### config.mk
export PLATFORM = sky130hd
export DESIGN_NAME = mem_port_arbiter_flat
export DESIGN_NICKNAME = d
export VERILOG_FILES = /design/src/rtl/mem_port_arbiter_pkg.sv /design/src/rtl/mem_port_arbiter_if.sv /design/src/rtl/mem_port_arbiter_mux.sv /design/src/rtl/mem_port_arbiter.sv /design/src/flat_wrapper.sv
export SDC_FILE = /design/constraint.sdc
export NUM_CORES = 1
export LEC_CHECK = 0
export ABC_AREA = 1
export BUFFER_PORTS_ARGS = -buffer_cell sky130_fd_sc_hd__buf_2
export CAP_MARGIN = 10
export CORE_UTILIZATION = 37
export DETAILED_ROUTE_END_ITERATION = 8
export GPL_ROUTABILITY_DRIVEN = 0
export HOLD_SLACK_MARGIN = 0.12
export PLACE_DENSITY = 0.8
export REMOVE_ABC_BUFFERS = 1
export SLEW_MARGIN = 15
export SYNTH_ARGS = -nofsm -noshare
export SYNTH_HDL_FRONTEND = slang
export SYNTH_SLANG_ARGS = --single-unit
### constraint.sdc
create_clock -name clk -period 2.7 [get_ports clk]
set_input_delay 0.54 -clock clk [delete_from_list [all_inputs] [get_ports clk]]
set_output_delay 0.54 -clock clk [all_outputs]
set_load 0.005 [all_outputs]
### src/rtl/mem_port_arbiter_pkg.sv
//==============================================================================
// Module      : arb_pkg
// Description : Shared state encoding and select constants for mem_port_arbiter.
// Revision    : 1.0
//==============================================================================
`default_nettype none

`ifndef WORD
`define WORD 32
`endif

package arb_pkg;

    typedef enum logic [1:0] {
        IDLE  = 2'b00,
        OWN_A = 2'b01,
        OWN_B = 2'b10
    } arb_state_t;

    localparam logic SEL_A = 1'b0;
    localparam logic SEL_B = 1'b1;

endpackage

`default_nettype wire

### src/rtl/mem_port_arbiter_if.sv
//==============================================================================
// Module      : mem_port_arbiter_if
// Description : Requester and shared-port handshake bundle for mem_port_arbiter.
// Revision    : 1.0
//==============================================================================
`default_nettype none

interface mem_port_arbiter_if #(
    parameter int WIDTH = `WORD
);
    logic             a_valid;
    logic [WIDTH-1:0] a_data;
    logic             a_lock;
    logic             a_ready;
    logic             b_valid;
    logic [WIDTH-1:0] b_data;
    logic             b_lock;
    logic             b_ready;
    logic             out_valid;
    logic [WIDTH-1:0] out_data;
    logic             out_ready;
    logic             out_sel;
    logic             grant_a;
    logic             grant_b;

    // Master drives the requesters and the downstream ready.
    modport master (
        output a_valid, a_data, a_lock, b_valid, b_data, b_lock, out_ready,
        input  a_ready, b_ready, out_valid, out_data, out_sel, grant_a, grant_b
    );

    modport slave (
        input  a_valid, a_data, a_lock, b_valid, b_data, b_lock, out_ready,
        output a_ready, b_ready, out_valid, out_data, out_sel, grant_a, grant_b
    );
endinterface

`default_nettype wire

### src/rtl/mem_port_arbiter_mux.sv
//==============================================================================
// Module      : mux
// Description : Two-input data selector; control selects b_in when SEL_B.
// Revision    : 1.0
//==============================================================================
`default_nettype none

module mux
    import arb_pkg::*;
#(
    parameter int WIDTH = `WORD
) (
    input  wire logic [WIDTH-1:0] a_in,
    input  wire logic [WIDTH-1:0] b_in,
    input  wire logic             control,
    output logic      [WIDTH-1:0] mux_out
);

    assign mux_out = (control == SEL_B) ? b_in : a_in;

endmodule

`default_nettype wire

### src/rtl/mem_port_arbiter.sv
//==============================================================================
// Module      : mem_port_arbiter
// Description : Round-robin two-requester arbiter with bounded burst lock.
// Revision    : 1.0
//==============================================================================
`default_nettype none

module mem_port_arbiter
    import arb_pkg::*;
#(
    parameter int WIDTH    = `WORD,
    parameter int MAX_HOLD = 4
) (
    input  wire logic         clk,
    input  wire logic         reset,
    mem_port_arbiter_if.slave bus
);

    localparam int                CNT_W      = $clog2(MAX_HOLD + 1);
    localparam logic [CNT_W-1:0]  HOLD_MAX   = CNT_W'(MAX_HOLD);
    localparam logic [CNT_W-1:0]  HOLD_LIMIT = CNT_W'(MAX_HOLD - 1);

    arb_state_t        state_q, state_d;
    logic              last_sel_q, last_sel_d;
    logic [CNT_W-1:0]  hold_cnt_q, hold_cnt_d;
    logic              out_sel_q, out_sel_d;
    logic              grant_a_q, grant_a_d;
    logic              grant_b_q, grant_b_d;

    logic              cur_valid;
    logic              cur_lock;
    logic              cur_sel;
    logic              oth_valid;
    arb_state_t        oth_state;
    logic              transfer;
    logic              release_now;
    logic [WIDTH-1:0]  mux_out;

    // Owner-relative views so both OWN states share one release path.
    assign cur_valid = (state_q == OWN_B) ? bus.b_valid : bus.a_valid;
    assign cur_lock  = (state_q == OWN_B) ? bus.b_lock  : bus.a_lock;
    assign cur_sel   = (state_q == OWN_B) ? SEL_B       : SEL_A;
    assign oth_valid = (state_q == OWN_B) ? bus.a_valid : bus.b_valid;
    assign oth_state = (state_q == OWN_B) ? OWN_A       : OWN_B;

    always_comb begin
        state_d     = state_q;
        last_sel_d  = last_sel_q;
        hold_cnt_d  = hold_cnt_q;
        transfer    = 1'b0;
        release_now = 1'b0;
        bus.a_ready   = 1'b0;
        bus.b_ready   = 1'b0;
        bus.out_valid = 1'b0;

        case (state_q)
            IDLE: begin
                hold_cnt_d = '0;
                if (bus.a_valid && bus.b_valid) begin
                    state_d = (last_sel_q == SEL_B) ? OWN_A : OWN_B;
                end else if (bus.a_valid) begin
                    state_d = OWN_A;
                end else if (bus.b_valid) begin
                    state_d = OWN_B;
                end
            end
            OWN_A, OWN_B: begin
                bus.out_valid = cur_valid;
                bus.a_ready   = (state_q == OWN_A) && bus.out_ready;
                bus.b_ready   = (state_q == OWN_B) && bus.out_ready;
                transfer      = cur_valid && bus.out_ready;
                // A stalled beat pins ownership until it is accepted.
                if (transfer || !cur_valid) begin
                    release_now = !cur_lock || (hold_cnt_q >= HOLD_LIMIT);
                end
                if (release_now) begin
                    last_sel_d = cur_sel;
                    hold_cnt_d = '0;
                    if (oth_valid) begin
                        state_d = oth_state;
                    end else if (cur_valid) begin
                        state_d = state_q;
                    end else begin
                        state_d = IDLE;
                    end
                end else if (hold_cnt_q != HOLD_MAX) begin
                    hold_cnt_d = hold_cnt_q + CNT_W'(1);
                end
            end
            default: begin
                state_d = IDLE;
            end
        endcase
    end

    always_comb begin
        out_sel_d = out_sel_q;
        if (state_d == OWN_A) begin
            out_sel_d = SEL_A;
        end else if (state_d == OWN_B) begin
            out_sel_d = SEL_B;
        end
        grant_a_d = (state_d == OWN_A);
        grant_b_d = (state_d == OWN_B);
    end

    always_ff @(posedge clk or posedge reset) begin
        if (reset) begin
            state_q    <= IDLE;
            last_sel_q <= SEL_B;
            hold_cnt_q <= '0;
            out_sel_q  <= SEL_A;
            grant_a_q  <= 1'b0;
            grant_b_q  <= 1'b0;
        end else begin
            state_q    <= state_d;
            last_sel_q <= last_sel_d;
            hold_cnt_q <= hold_cnt_d;
            out_sel_q  <= out_sel_d;
            grant_a_q  <= grant_a_d;
            grant_b_q  <= grant_b_d;
        end
    end

    mux #(
        .WIDTH (WIDTH)
    ) u_mux (
        .a_in    (bus.a_data),
        .b_in    (bus.b_data),
        .control (out_sel_q),
        .mux_out (mux_out)
    );

    assign bus.out_data = (state_q == IDLE) ? '0 : mux_out;
    assign bus.out_sel  = out_sel_q;
    assign bus.grant_a  = grant_a_q;
    assign bus.grant_b  = grant_b_q;

endmodule

`default_nettype wire

### src/flat_wrapper.sv
// flat-port wrapper written by rule: the top's interface ports become plain ports
module mem_port_arbiter_flat import arb_pkg::*;
#(
    parameter int WIDTH    = `WORD,
    parameter int MAX_HOLD = 4
)
  (clk, reset, bus_a_valid, bus_a_data, bus_a_lock, bus_b_valid, bus_b_data, bus_b_lock, bus_out_ready, bus_a_ready, bus_b_ready, bus_out_valid, bus_out_data, bus_out_sel, bus_grant_a, bus_grant_b);
  mem_port_arbiter_if #(.WIDTH(WIDTH)) bus_i ();
  input  wire logic clk;
  input  wire logic reset;
  input wire logic [$bits(bus_i.a_valid)-1:0] bus_a_valid;
  input wire logic [$bits(bus_i.a_data)-1:0] bus_a_data;
  input wire logic [$bits(bus_i.a_lock)-1:0] bus_a_lock;
  input wire logic [$bits(bus_i.b_valid)-1:0] bus_b_valid;
  input wire logic [$bits(bus_i.b_data)-1:0] bus_b_data;
  input wire logic [$bits(bus_i.b_lock)-1:0] bus_b_lock;
  input wire logic [$bits(bus_i.out_ready)-1:0] bus_out_ready;
  output wire logic [$bits(bus_i.a_ready)-1:0] bus_a_ready;
  output wire logic [$bits(bus_i.b_ready)-1:0] bus_b_ready;
  output wire logic [$bits(bus_i.out_valid)-1:0] bus_out_valid;
  output wire logic [$bits(bus_i.out_data)-1:0] bus_out_data;
  output wire logic [$bits(bus_i.out_sel)-1:0] bus_out_sel;
  output wire logic [$bits(bus_i.grant_a)-1:0] bus_grant_a;
  output wire logic [$bits(bus_i.grant_b)-1:0] bus_grant_b;
  assign bus_i.a_valid = bus_a_valid;
  assign bus_i.a_data = bus_a_data;
  assign bus_i.a_lock = bus_a_lock;
  assign bus_i.b_valid = bus_b_valid;
  assign bus_i.b_data = bus_b_data;
  assign bus_i.b_lock = bus_b_lock;
  assign bus_i.out_ready = bus_out_ready;
  assign bus_a_ready = bus_i.a_ready;
  assign bus_b_ready = bus_i.b_ready;
  assign bus_out_valid = bus_i.out_valid;
  assign bus_out_data = bus_i.out_data;
  assign bus_out_sel = bus_i.out_sel;
  assign bus_grant_a = bus_i.grant_a;
  assign bus_grant_b = bus_i.grant_b;
  mem_port_arbiter #(.WIDTH(WIDTH), .MAX_HOLD(MAX_HOLD)) u_core (.clk(clk), .reset(reset), .bus(bus_i));
endmodule
Word-level counts from Yosys, hierarchy flattened. Index checks and enable logic that the tools add are counted.

Register bits: 9. Output and inout bits: 38. Input bits: 71. Logic and storage cells: 53.

Add/subtract/negate cells: 1. Reduce and logical (&&, ||, !) cells: 14. Order comparisons: 1. Muxes and demuxes: 25. Equal/unequal tests: 6.

Operators by type and width (number): 32-bit two-way mux (2); 2-bit two-way mux (8); 1-bit two-way mux (11); 3-bit two-way mux (2); 3-bit case mux with 2 select lines (1); 2-bit by 1-bit == test with 1-bit output (second input constant) (2); 2-bit == test (second input constant) (2); 1-bit logical AND (4); 2-bit case mux with 2 select lines (1); 2-bit AND reduction (2); 2-bit nonzero test (2); 3-bit by 1-bit adder with 3-bit output (second input constant) (1); 3-bit by 2-bit >= comparator with 1-bit output (second input constant) (1); 3-bit by 1-bit inequality test with 1-bit output (second input constant) (1); 3-bit inequality test (second input constant) (1); 1-bit logical NOT (2); 2-bit logical NOT (1); 1-bit logical OR (2); 2-bit OR reduction (1).

Depth between registers and ports, before layout. Gate-level depths: netlist of the first run.

Depth after elaboration: 11. Mapped depth: 14. Mapped depth without buffers: 14.

Modules after synthesis. A second synthesis of the first run with hierarchy kept.

Cell total of the unflattened synthesis: 272. Area, all modules: 1472.7 µm².

By module, submodules not included: mem_port_arbiter (cells each 168, area an instance 980.9 µm², instances 1, sequential area each 226.5 µm²); mux (cells each 104, area an instance 491.7 µm², instances 1, sequential area each 0.0 µm²).

Worst setup path after synthesis of the first run. No wires, ideal clock.

Path kind: register -> register. From: register u_core.state_q[0]. To: register u_core.out_sel_q, in the netlist u_core.bus.out_sel. Stages on the path, launching flop included: 14. Period minus slack after synthesis: 1889 ps. Library setup time: 126 ps. Path buffers: 1. Path slack: 811 ps. Required time: 2574 ps. Data arrival time: 1763 ps. Path through: dfrtp_1 inv_1 ha_1 buf_6 o21ai_1 nand2_2 nand2_4 nand3_1 nand2_1 nor2_1 nor2_1 ha_1 nand2_1 o21ai_0.

Cells in the longest elaborated chain, start to end: 10. Elaborated cells between the ends (all ways): 26. Those cells by class: eq/ne (4); mux (14); reduce/logical (8).

RTL lines: from (decl) (RTL line mem_port_arbiter.sv:23) `arb_state_t state_q, state_d;`; from (signal assigned) (RTL line mem_port_arbiter.sv:116) `state_q <= state_d;`; 2-bit == test; 1-bit two-way mux (on tied branches) (RTL line mem_port_arbiter.sv:41, mem_port_arbiter.sv:40); 1-bit logical NOT (tied with other cells) (RTL line mem_port_arbiter.sv:74) `release_now = !cur_lock || (hold_cnt_q >= HOLD_LIMIT);`; 1-bit logical OR (on tied branches) (RTL line mem_port_arbiter.sv:74, mem_port_arbiter.sv:73); 1-bit two-way mux (RTL line mem_port_arbiter.sv:73) `if (transfer || !cur_valid) begin`; 1-bit two-way mux (RTL line mem_port_arbiter.sv:56) `case (state_q)`; 2-bit two-way mux (RTL line mem_port_arbiter.sv:76) `if (release_now) begin`; 2-bit case mux with 2 select lines (*) (RTL line mem_port_arbiter.sv:56); net u_core.state_d[1] (RTL line mem_port_arbiter.sv:23); 2-bit by 1-bit == test with 1-bit output or 2-bit == test (tied branches) (RTL line mem_port_arbiter.sv:98, mem_port_arbiter.sv:100); 1-bit two-way mux or 2-bit nonzero test (tied branches); to (signal assigned) (RTL line mem_port_arbiter.sv:119) `out_sel_q <= out_sel_d;`; to (decl) (RTL line mem_port_arbiter.sv:26) `logic out_sel_q, out_sel_d;`.

Mark *: on every way through the listed nets, which the timed path passes. The rest lies on a longest branch. The select of a mux whose other input is x is not followed. A chain may end at the register's enable or synchronous reset.

Worst setup path in the final report of the first run.
From: register u_core.state_q[1]. To: output bus_out_data[1].

Cells in the longest elaborated chain, start to end: 2.

RTL lines: 2-bit logical NOT (RTL line mem_port_arbiter.sv:134) `assign bus.out_data = (state_q == IDLE) ? '0 : mux_out;`; 32-bit two-way mux (RTL line mem_port_arbiter.sv:134); to (decl) (RTL line flat_wrapper.sv:21) `output wire logic [$bits(bus_i.out_data)-1:0] bus_out_data;`.

Every way passes these cells.

==> results of run 1 <==
==> per-stage QoR <==
stage | setup slack [ns] | std cells | hold slack [ns]
floorplan | 0.6030 | 198 | 0.3672
global placement | 0.6447 | 353 | 0.5090
detailed placement | 0.5038 | 353 | 0.5248
CTS | 0.4382 | 357 | 0.2267
global route | 0.3040 | 357 | 0.2544
finish | 0.4728 | 357 | 0.2251
==> cells by family (layout without fill, tap and decap cells) <==
group / count (synthesis) / after routing / share of synthesized area
simple gates: 116 / 116 / 0.3981
compound gates: 43 / 43 / 0.1859
buf+inv: 33 / 135 / 0.1208
fa+ha+maj: 10 / 10 / 0.1050
flops: 9 / 9 / 0.1901
==> power by group <==
part | leakage, uW | internal, uW | total, uW | switching [uW]
clock network | 0.0000150 | 57.1 | 107 | 49.9
registers | 0.000114 | 190 | 228 | 38.4
logic | 0.000965 | 510 | 1250 | 744
total | 0.00109 | 757 | 1590 | 832
==> metal layers <==
| metal | GRT usage | part of all wire | wire (um) | up-vias |
|---|---|---|---|---|
| met1 | 0.2507 | 0.44 | 1607 | 703 |
| met2 | 0.3490 | 0.48 | 1759 | 58 |
| met4 | 0.09184 | 0.016 | 59 | 0 |
| met5 | 0 | 0 | 0 | - |
| met3 | 0.02418 | 0.070 | 257 | 5 |
| li1 | - | - | - | 863 |
==> cells in the mapped netlist, drive strengths merged <==
master	n	area share
nor3	1	0.0042
dfrtp	8	0.17
dfstp	1	0.022
nand3	8	0.038
nand2	96	0.32
nor2	11	0.035
buf	6	0.036
o21ai	8	0.037
clkbuf	7	0.022
inv	20	0.063
ha	10	0.11
a21oi	34	0.14
o211ai	1	0.0063
==> worst register-to-register path, cell delays in order, from the launching register on <==
cell and delay (ns):
dfrtp_1 0.43, inv_1 0.12, ha_1 0.38, o21ai_1 0.16, nand2_2 0.12, nand3_1 0.10, nor2_1 0.16, nor2_1 0.07
nor2_1 0.14, ha_1 0.26, nand2_1 0.06, o21ai_0 0.08
==> registers in the layout, indices dropped and copies added (netlist names) <==
register            cells
u_core.hold_cnt_q       3
u_core.state_q          2
u_core.bus.grant_a      1
u_core.bus.grant_b      1
u_core.bus.out_sel      1
u_core.last_sel_q       1
==> final cells by class <==
cell class | count | area [um2] | area share
multi-input cells | 169 | 820.8 | 0.4613
clock buffers | 4 | 26.28 | 0.01477
well taps | 44 | 55.05 | 0.03094
flip-flops and latches | 9 | 226.5 | 0.1273
inverters | 20 | 75.07 | 0.04219
repair buffers | 111 | 575.6 | 0.3235
==> worst paths after layout <==
| kind | start | end | slack (ns) | cells past startpoint |
|---|---|---|---|---|
| max in group asynchronous | reset | u_core.last_sel_q | 2.18 | 2 |
| setup reg to reg | u_core.state_q[0] | u_core.bus.out_sel | 0.50 | 11 |
| min in group clk | u_core.last_sel_q | u_core.last_sel_q | 0.54 | 2 |
| hold / removal | reset | u_core.hold_cnt_q[1] | 0.23 | 2 |
| hold reg to reg | u_core.last_sel_q | u_core.last_sel_q | 0.54 | 2 |
| setup / recovery | u_core.state_q[1] | bus_out_data[1] | 0.47 | 5 |
==> metrics, run 1 <==
hold_buf cts 0; vias in the first global route 1,280; Clk pin slew, worst setup/hold paths 0.06 ns; clk buf depth 2; nets@finish 395; Antenna Nets Post-Route 0; initial antenna violation count 0; worst min path class in2async; Slew HR 0.6829; DR DRC count 0; Post-DP HPWL 2934 um; first-pass GRT wire length 5430 um; family with the most delay on the worst path buffers and inverters; Post-Syn Instances 211; Clock Latency Late Sink 0.27 ns; status complete, no violations; # clock sinks 9; pin slew with the least headroom to its limit 0.4756 ns; critical setup path kind reg2out; fin area 1779 um2; CP Buf/Inv Count 3; total of max-cap violations 0; detailed-route via count 1,629; Slew Viols, Final 0; # Post-CTS Setup Buffers 0; CTS root buf clkbuf_4; crit share post-route 0.8249; yosys warns 0; peak supply drop 0.4328 mV; Slowest cell on crit path ha_1; overall routed net length 3683 um; leakage 0.001094 uW; post-layout util 0.5828; post-cts resize count 0; Chip Width 58.74 um; RSZ-0062 raised after global routing false; highest-count cells in the layout ignoring fill and taps buf_2, nand2_1, a21oi_1, inv_1, nor2_1; sequential fraction of the synthesis area 0.1901; total CTS buffers 3; Period minus WS final 2.227 ns; Initial DRC Count 92; maximum number of pins on one net before global-route repair 35; FILL cells 315; CP peak stage delay 0.47 ns; CTS tree yes; IO buf count 108; flops & latches, synth 9; antenna cells 0; Critical Path, Cell by Cell inv_1 -> ha_1 -> buf_12 -> a21oi_1 -> buf_2; final-report hold violation count 0; Worst EP arrival 1.69 ns; row cnt 20; critical path capture point type output port; Avg Inst Size Synth 5.645 um2; Layout Area Growth over Synthesis 49.37%; DR vias/cell 4.563; commonest non-fill, non-tap cell in the layout buf_2; CP required 2.16 ns; drt wl/cell 10.32 um; die area 3450 um2; layout cells sized above 1 0.3962; Crit Path Max Fanout 23; initial core utilization 0.3902; Core Box Area 3053 um2; Die Ht 58.74 um; Overall Power 1589 uW; Final Setup Violations 0; Setup TNS 0 ns; Post-DP Area 1753 um2; Worst setup SP type register; pwr dens 893.0 nW/um2; synthesized area 1191 um2; Netlist cell types 20; Max Fclk 0.4490 GHz; remaining global-route overflow 0; H-tree Lvls 1; gr usage total 0.2022; Setup Skew 0.001124 ns; io pins 109; drt pass-1 iters 6
(Power assumes the default switching activity.)
==> inputs of run 2 (changes only) <==
--- a/config.mk
+++ b/config.mk
@@ -8,11 +8,11 @@
 export ABC_AREA = 1
 export BUFFER_PORTS_ARGS = -buffer_cell sky130_fd_sc_hd__buf_2
 export CAP_MARGIN = 10
-export CORE_UTILIZATION = 37
+export CORE_UTILIZATION = 34
 export DETAILED_ROUTE_END_ITERATION = 8
 export GPL_ROUTABILITY_DRIVEN = 0
 export HOLD_SLACK_MARGIN = 0.12
-export PLACE_DENSITY = 0.8
+export PLACE_DENSITY = 0.77
 export REMOVE_ABC_BUFFERS = 1
 export SLEW_MARGIN = 15
 export SYNTH_ARGS = -nofsm -noshare
==> constraint.sdc (replaced) <==
create_clock -name clk -period 1.9 [get_ports clk]
set_input_delay 0.38 -clock clk [delete_from_list [all_inputs] [get_ports clk]]
set_output_delay 0.38 -clock clk [all_outputs]
set_load 0.005 [all_outputs]
==> run 2 against run 1 <==
Against the previous run:
- power increased by 82%
- critical endpoint is now u_core.bus.out_sel
- sequential power rose by 41%
- worst setup slack lost 0.43 ns
- largest cell class unchanged
==> metrics, run 2 (same netlist as run 1, synthesis figures left out) <==
initial antenna violation count 0 (unchanged); maximum number of pins on one net before global-route repair 33 (was 35); antenna cells 0 (unchanged); Sw Pwr 1414 uW (was 831.8 uW); Antenna Nets Post-Route 0 (unchanged); Reg2Reg Setup Slack 0.04 ns (was 0.50 ns); die area 3744 um2 (was 3450 um2); Clk pin slew, worst setup/hold paths 0.07 ns (was 0.06 ns); sw frac 0.4892 (was 0.5235); remaining global-route overflow 0 (unchanged); critical path capture point type register (was output port); io pins 109 (unchanged); CTS tree yes (unchanged); detailed-route via count 1,726 (was 1,629); # clock sinks 9 (unchanged); initial core utilization 0.3570 (was 0.3902); total of max-cap violations 0 (unchanged); Final Setup Violations 0 (unchanged); Slew Viols, Final 0 (unchanged); post-route insts no fill 380 (was 357); status complete, no violations (unchanged); drt wl/cell 10.83 um (was 10.32 um); pre-CTS WS -0.1870 ns (was 0.5038 ns); DR vias/cell 4.542 (was 4.563); Initial DRC Count 70 (was 92); first-pass GRT wire length 4968 um (was 5430 um); Setup Skew 0.01257 ns (was 0.001124 ns); Worst EP arrival 2.01 ns (was 1.69 ns); pwr dens 1395 nW/um2 (was 893.0 nW/um2); Layout Area Growth over Synthesis 73.84% (was 49.37%); final-report hold violation count 0 (unchanged); RSZ-0062 raised after global routing true (was false); CTS root buf clkbuf_4 (unchanged); critical setup path kind reg2reg (was reg2out); Max Fclk 0.5372 GHz; clk buf depth 2 (unchanged); max reg flops 3 (unchanged); Most flops, register u_core.hold_cnt_q (unchanged); H-tree Lvls 1 (unchanged); overall routed net length 4115 um (was 3683 um); IO buf count 108 (unchanged); commonest non-fill, non-tap cell in the layout buf_2 (unchanged); row cnt 21 (was 20); Slew HR 0.7576 (was 0.6829); worst min path class reg2reg (was in2async); cell count after placement 369 (was 353); Internal 1476 uW (was 757.0 uW); peak supply drop 1.225 mV (was 0.4328 mV); layout cells sized above 1 0.5120 (was 0.3962); Period minus WS final 1.861 ns; Core Box Area 3337 um2 (was 3053 um2); fin worst setup slack 0.03864 ns (was 0.4728 ns); DR DRC count 0 (unchanged); vias in the first global route 1,193 (was 1,280); Clock Latency Late Sink 0.27 ns (about the same); CP peak stage delay 0.44 ns (was 0.47 ns); Chip Width 61.19 um (was 58.74 um); Die Ht 61.19 um (was 58.74 um); Slowest cell on crit path dfrtp_1 (was ha_1); gr usage total 0.1781 (was 0.2022); highest-count cells in the layout ignoring fill and taps buf_2, nand2_1, a21oi_1, buf_4, inv_1 (was buf_2, nand2_1, a21oi_1, inv_1, nor2_1); crit share post-route 0.9797; nets@finish 416 (was 395); Critical Path, Cell by Cell ha_4 -> buf_6 -> nor2_1 -> a21oi_1 -> nor2_2 -> nor2_1 -> nor2_2 -> ha_4 -> nand2_2 -> o21ai_2 (was inv_1 -> ha_1 -> buf_12 -> a21oi_1 -> buf_2); pin slew with the least headroom to its limit 0.3632 ns (was 0.4756 ns); Crit Path Max Fanout 7 (was 23); leakage 0.001202 uW (was 0.001094 uW); total CTS buffers 3 (unchanged); Worst setup SP type register (unchanged); drt pass-1 iters 4 (was 6); Post-DP HPWL 3077 um (was 2934 um); biggest regs u_core.hold_cnt_q: 3 flops, u_core.state_q: 2 flops (unchanged); Logic pwr share 0.836 (was 0.789); Clk network pwr share 0.053 (was 0.067); sequential share of power 0.111 (was 0.144); CP required 2.05 ns (was 2.16 ns)
[run 2: cell count changes in the layout (fill, tap and decap cells not counted), moves of 4 or more]
cell / delta
ha_1: -6
nand2_2: +6
inv_2: +5
nor2_1: -6
nor2_2: +4
nand2_1: -6
inv_1: -5
ha_4: +5
buf_4: +18
[run 2: timing repair]
item,4_1_cts,5_1_grt
buffers inserted,3,4
gates resized for setup,8,30
endpoints found under the hold margin,8,0
pin swaps,8,14
hold buffers,1,0
setup endpoints to repair,6,11
[run 2: power by group through the flow]
stage	clock (uW)	sequential [uW]	combinational, uW
global route	165	329	2700
CTS	155	311	2170
detailed placement	0	308	2050
floorplan	0	380	1000
global placement	0	307	2020
finish	152	322	2420
[run 2: final cells by class]
cell class	count	area, um2
Sequential cell	9	226.5
Fill cell	310	1266
Inverter	20	75.07
Tap cell	46	57.56
Timing Repair Buffer	132	743.2
Multi-Input combinational cell	169	942.2
Clock buffer	4	26.28
[run 2: layer usage]
layer | vias to the layer above | track usage | wire (um)
li1 | 905 | - | -
met1 | 742 | 0.2061 | 1666
met2 | 71 | 0.3323 | 2076
met3 | 8 | 0.03151 | 326
met4 | 0 | 0.05195 | 46
met5 | - | 0 | 0
[run 2: critical path, delay by kind of cell (launching register included)]
| kind | cells | cell delay [ns] |
|---|---|---|
| compound gates | 2 | 0.13 |
| fa+ha+maj | 2 | 0.46 |
| buf+inv | 1 | 0.14 |
| flops | 1 | 0.44 |
| simple gates | 5 | 0.59 |
[run 2: worst paths after layout]
path,from,to,cells past startpoint
max,u_core.state_q[1],u_core.bus.out_sel,10
min,u_core.last_sel_q,u_core.last_sel_q,2
max reg2reg,u_core.state_q[1],u_core.bus.out_sel,10
min reg2reg,u_core.last_sel_q,u_core.last_sel_q,2
max in group asynchronous,reset,u_core.last_sel_q,3
min in group asynchronous,reset,u_core.hold_cnt_q[1],3
[run 2: through the flow]
| step | area (um2) | TNS, ns | hold WS, ns | power [uW] | util |
|---|---|---|---|---|---|
| 2_1_floorplan | 1122 | -1.377 | 0.2072 | 1385 | - |
| 3_3_place_gp | 1861 | -0.02971 | 0.3683 | 2327 | 0.5576 |
| 3_5_place_dp | 1861 | -0.2029 | 0.3713 | 2357 | 0.5576 |
| 4_1_cts | 1954 | -0.06459 | 0.4949 | 2640 | 0.5857 |
| 5_1_grt | 2071 | -0.08159 | 0.5293 | 3198 | 0.6205 |
| 6_report | 2071 | 0 | 0.4950 | 2890 | 0.6205 |
==> inputs of run 3 (changes only) <==
--- a/config.mk
+++ b/config.mk
@@ -6,12 +6,12 @@
 export NUM_CORES = 1
 export LEC_CHECK = 0
 export ABC_AREA = 1
-export BUFFER_PORTS_ARGS = -buffer_cell sky130_fd_sc_hd__buf_2
+export BUFFER_PORTS_ARGS = -buffer_cell sky130_fd_sc_hd__buf_4
 export CAP_MARGIN = 10
 export CORE_UTILIZATION = 34
 export DETAILED_ROUTE_END_ITERATION = 8
 export GPL_ROUTABILITY_DRIVEN = 0
-export HOLD_SLACK_MARGIN = 0.12
+export HOLD_SLACK_MARGIN = 0.06
 export PLACE_DENSITY = 0.77
 export REMOVE_ABC_BUFFERS = 1
 export SLEW_MARGIN = 15
==> run 3 against run 2 <==
Against the previous run:
- core utilization increased by 7.9 points
- power increased by 10%
- clock-buffer cell count unchanged
- hold slack got worse by 0.42 ns
- final area increased by 13%
- clock skew decreased by 0.012 ns
- global-route usage increased by 1.5 points
- largest power group unchanged
- highest routed layer unchanged
==> metrics, run 3 (same netlist as run 1, synthesis figures left out) <==
status complete, no violations (unchanged); worst min path class in2async (was reg2reg); critical setup path kind reg2reg (unchanged); biggest regs u_core.hold_cnt_q: 3 flops, u_core.state_q: 2 flops (unchanged); pre-CTS WS -0.1619 ns (was -0.1870 ns); r2r worst-path depth 13 (was 10); remaining global-route overflow 0 (unchanged); total CTS buffers 3 (unchanged); pwr dens 1362 nW/um2 (was 1395 nW/um2); Reg2Reg Setup Slack 0.01 ns (was 0.04 ns); Slew Viols, Final 0 (unchanged); CTS tree yes (unchanged); total of max-cap violations 0 (unchanged); Period minus WS final 1.890 ns (was 1.861 ns); vias in the first global route 1,237 (was 1,193); H-tree Lvls 1 (unchanged); drt wl/cell 11.88 um (was 10.83 um); pin slew with the least headroom to its limit 0.3452 ns (was 0.3632 ns); Setup Skew 0.0003579 ns (was 0.01257 ns); Post-DP HPWL 3233 um (was 3077 um); io pins 109 (unchanged); DR DRC count 0 (unchanged); Core Box Area 3337 um2 (unchanged); CP required 2.06 ns (was 2.05 ns); critical path capture point type register (unchanged); WHS 0.07504 ns (was 0.4950 ns); detailed-route via count 1,730 (was 1,726); reg2reg start u_core.state_q[0] (was u_core.state_q[1]); Max Fclk 0.5291 GHz (was 0.5372 GHz); Final Setup Violations 0 (unchanged); leakage 0.001277 uW (was 0.001202 uW); Clk pin slew, worst setup/hold paths 0.06 ns (was 0.07 ns); RSZ-0062 raised after global routing true (unchanged); peak supply drop 1.544 mV (was 1.225 mV); row cnt 21 (unchanged); initial antenna violation count 0 (unchanged); DR vias/cell 4.565 (was 4.542); Layout Area Growth over Synthesis 96.01% (was 73.84%); Slew HR 0.7696 (was 0.7576); first-pass GRT wire length 5423 um (was 4968 um); initial core utilization 0.3570 (unchanged); crit share post-route 0.9947 (was 0.9797); # clock sinks 9 (unchanged); Worst EP arrival 2.05 ns (was 2.01 ns); Clock Latency Late Sink 0.26 ns (was 0.27 ns); commonest non-fill, non-tap cell in the layout buf_4 (was buf_2); Die Ht 61.19 um (unchanged); gr usage total 0.1927 (was 0.1781); clk buf depth 2 (unchanged); layout cells sized above 1 0.5105 (was 0.5120); Reg-to-Reg End u_core.bus.out_sel (unchanged); drt pass-1 iters 4 (unchanged); overall routed net length 4501 um (was 4115 um); Initial DRC Count 165 (was 70); highest-count cells in the layout ignoring fill and taps buf_4, nand2_1, a21oi_1, inv_1, dfrtp_1 (was buf_2, nand2_1, a21oi_1, buf_4, inv_1); CTS root buf clkbuf_4 (unchanged); Most flops, register u_core.hold_cnt_q (unchanged); IO buf count 108 (unchanged); final-report hold violation count 0 (unchanged); max reg flops 3 (unchanged); hold_buf cts 0 (was 1); Chip Width 61.19 um (unchanged); antenna cells 0 (unchanged); Crit Path Max Fanout 7 (unchanged); Antenna Nets Post-Route 0 (unchanged); nets@finish 415 (was 416); fin worst setup slack 0.01009 ns (was 0.03864 ns); die area 3744 um2 (unchanged); Worst setup SP type register (unchanged); maximum number of pins on one net before global-route repair 33 (unchanged)
[run 3: changes by cell type in the layout (fill, tap and decap cells not counted), sizes merged]
cell and delta:
dlygate4sd3 -1
[run 3: final cells by class]
| type | count | area (um2) |
|---|---|---|
| Fill cell | 282 | 1002 |
| Timing Repair Buffer | 131 | 999.7 |
| Sequential cell | 9 | 227.7 |
| Tap cell | 46 | 57.56 |
| Multi-Input combinational cell | 169 | 948.4 |
| Clock buffer | 4 | 26.28 |
| Inverter | 20 | 75.07 |
[run 3: critical path, stage by stage (launching register included)]
cell and delay (ns):
dfrtp_1 0.39, inv_2 0.09, ha_4 0.19, buf_4 0.15, nand2_1 0.05, nand2_1 0.07
nor2_2 0.04, nor2_1 0.13, nand3_1 0.12, nand3_2 0.09, nand2_2 0.09, ha_4 0.26
nand2_2 0.06, o21ai_2 0.05
[run 3: how the worst max path moves through the flow]
stage,startpoint,depth (start not counted),to,slack (ns)
finish,u_core.state_q[0],13,u_core.bus.out_sel,0.01
global route,u_core.hold_cnt_q[0],14,u_core.bus.out_sel,-0.08
CTS,u_core.hold_cnt_q[1],14,u_core.bus.out_sel,-0.04
detailed placement,u_core.state_q[0],11,u_core.bus.out_sel,-0.16
global placement,u_core.state_q[0],11,u_core.bus.out_sel,-0.03
floorplan,u_core.state_q[0],8,u_core.bus.out_sel,-0.19
[run 3: report_power, final]
part	leakage [uW]	internal (uW)	switching, uW
sequential	0.000113	272	48.5
clock	0.0000150	81.2	71.0
combinational	0.00115	1350	1350
[run 3: per-stage QoR]
| stage | instance area [um2] | power (uW) | utilization | TNS [ns] | std cells |
|---|---|---|---|---|---|
| finish | 2335 | 3179 | 0.6997 | 0 | 379 |
| global route | 2335 | 3485 | 0.6997 | -0.1440 | 379 |
| CTS | 2192 | 2844 | 0.6569 | -0.04311 | 373 |
| detailed placement | 2116 | 2574 | 0.6340 | -0.2067 | 367 |
| global placement | 2116 | 2558 | 0.6340 | -0.03357 | 367 |
| floorplan | 1122 | 1385 | - | -1.377 | 198 |
[run 3: routing by layer]
metal	global-route usage	vias to the layer above	routed length, um
met1	0.2372	750	1812
li1	-	906	-
met4	0.04870	0	38
met2	0.3370	68	2252
met5	0	-	0
met3	0.04622	6	398
[run 3: what timing repair did]
| item | CTS | global route |
|---|---|---|
| pin swaps | 9 | 15 |
| setup endpoints to repair | 9 | 36 |
| hold endpoints to repair | 0 | 0 |
| gates resized for setup | 9 | 29 |
| gates cloned | 0 | 0 |
| setup buffers | 2 | 6 |
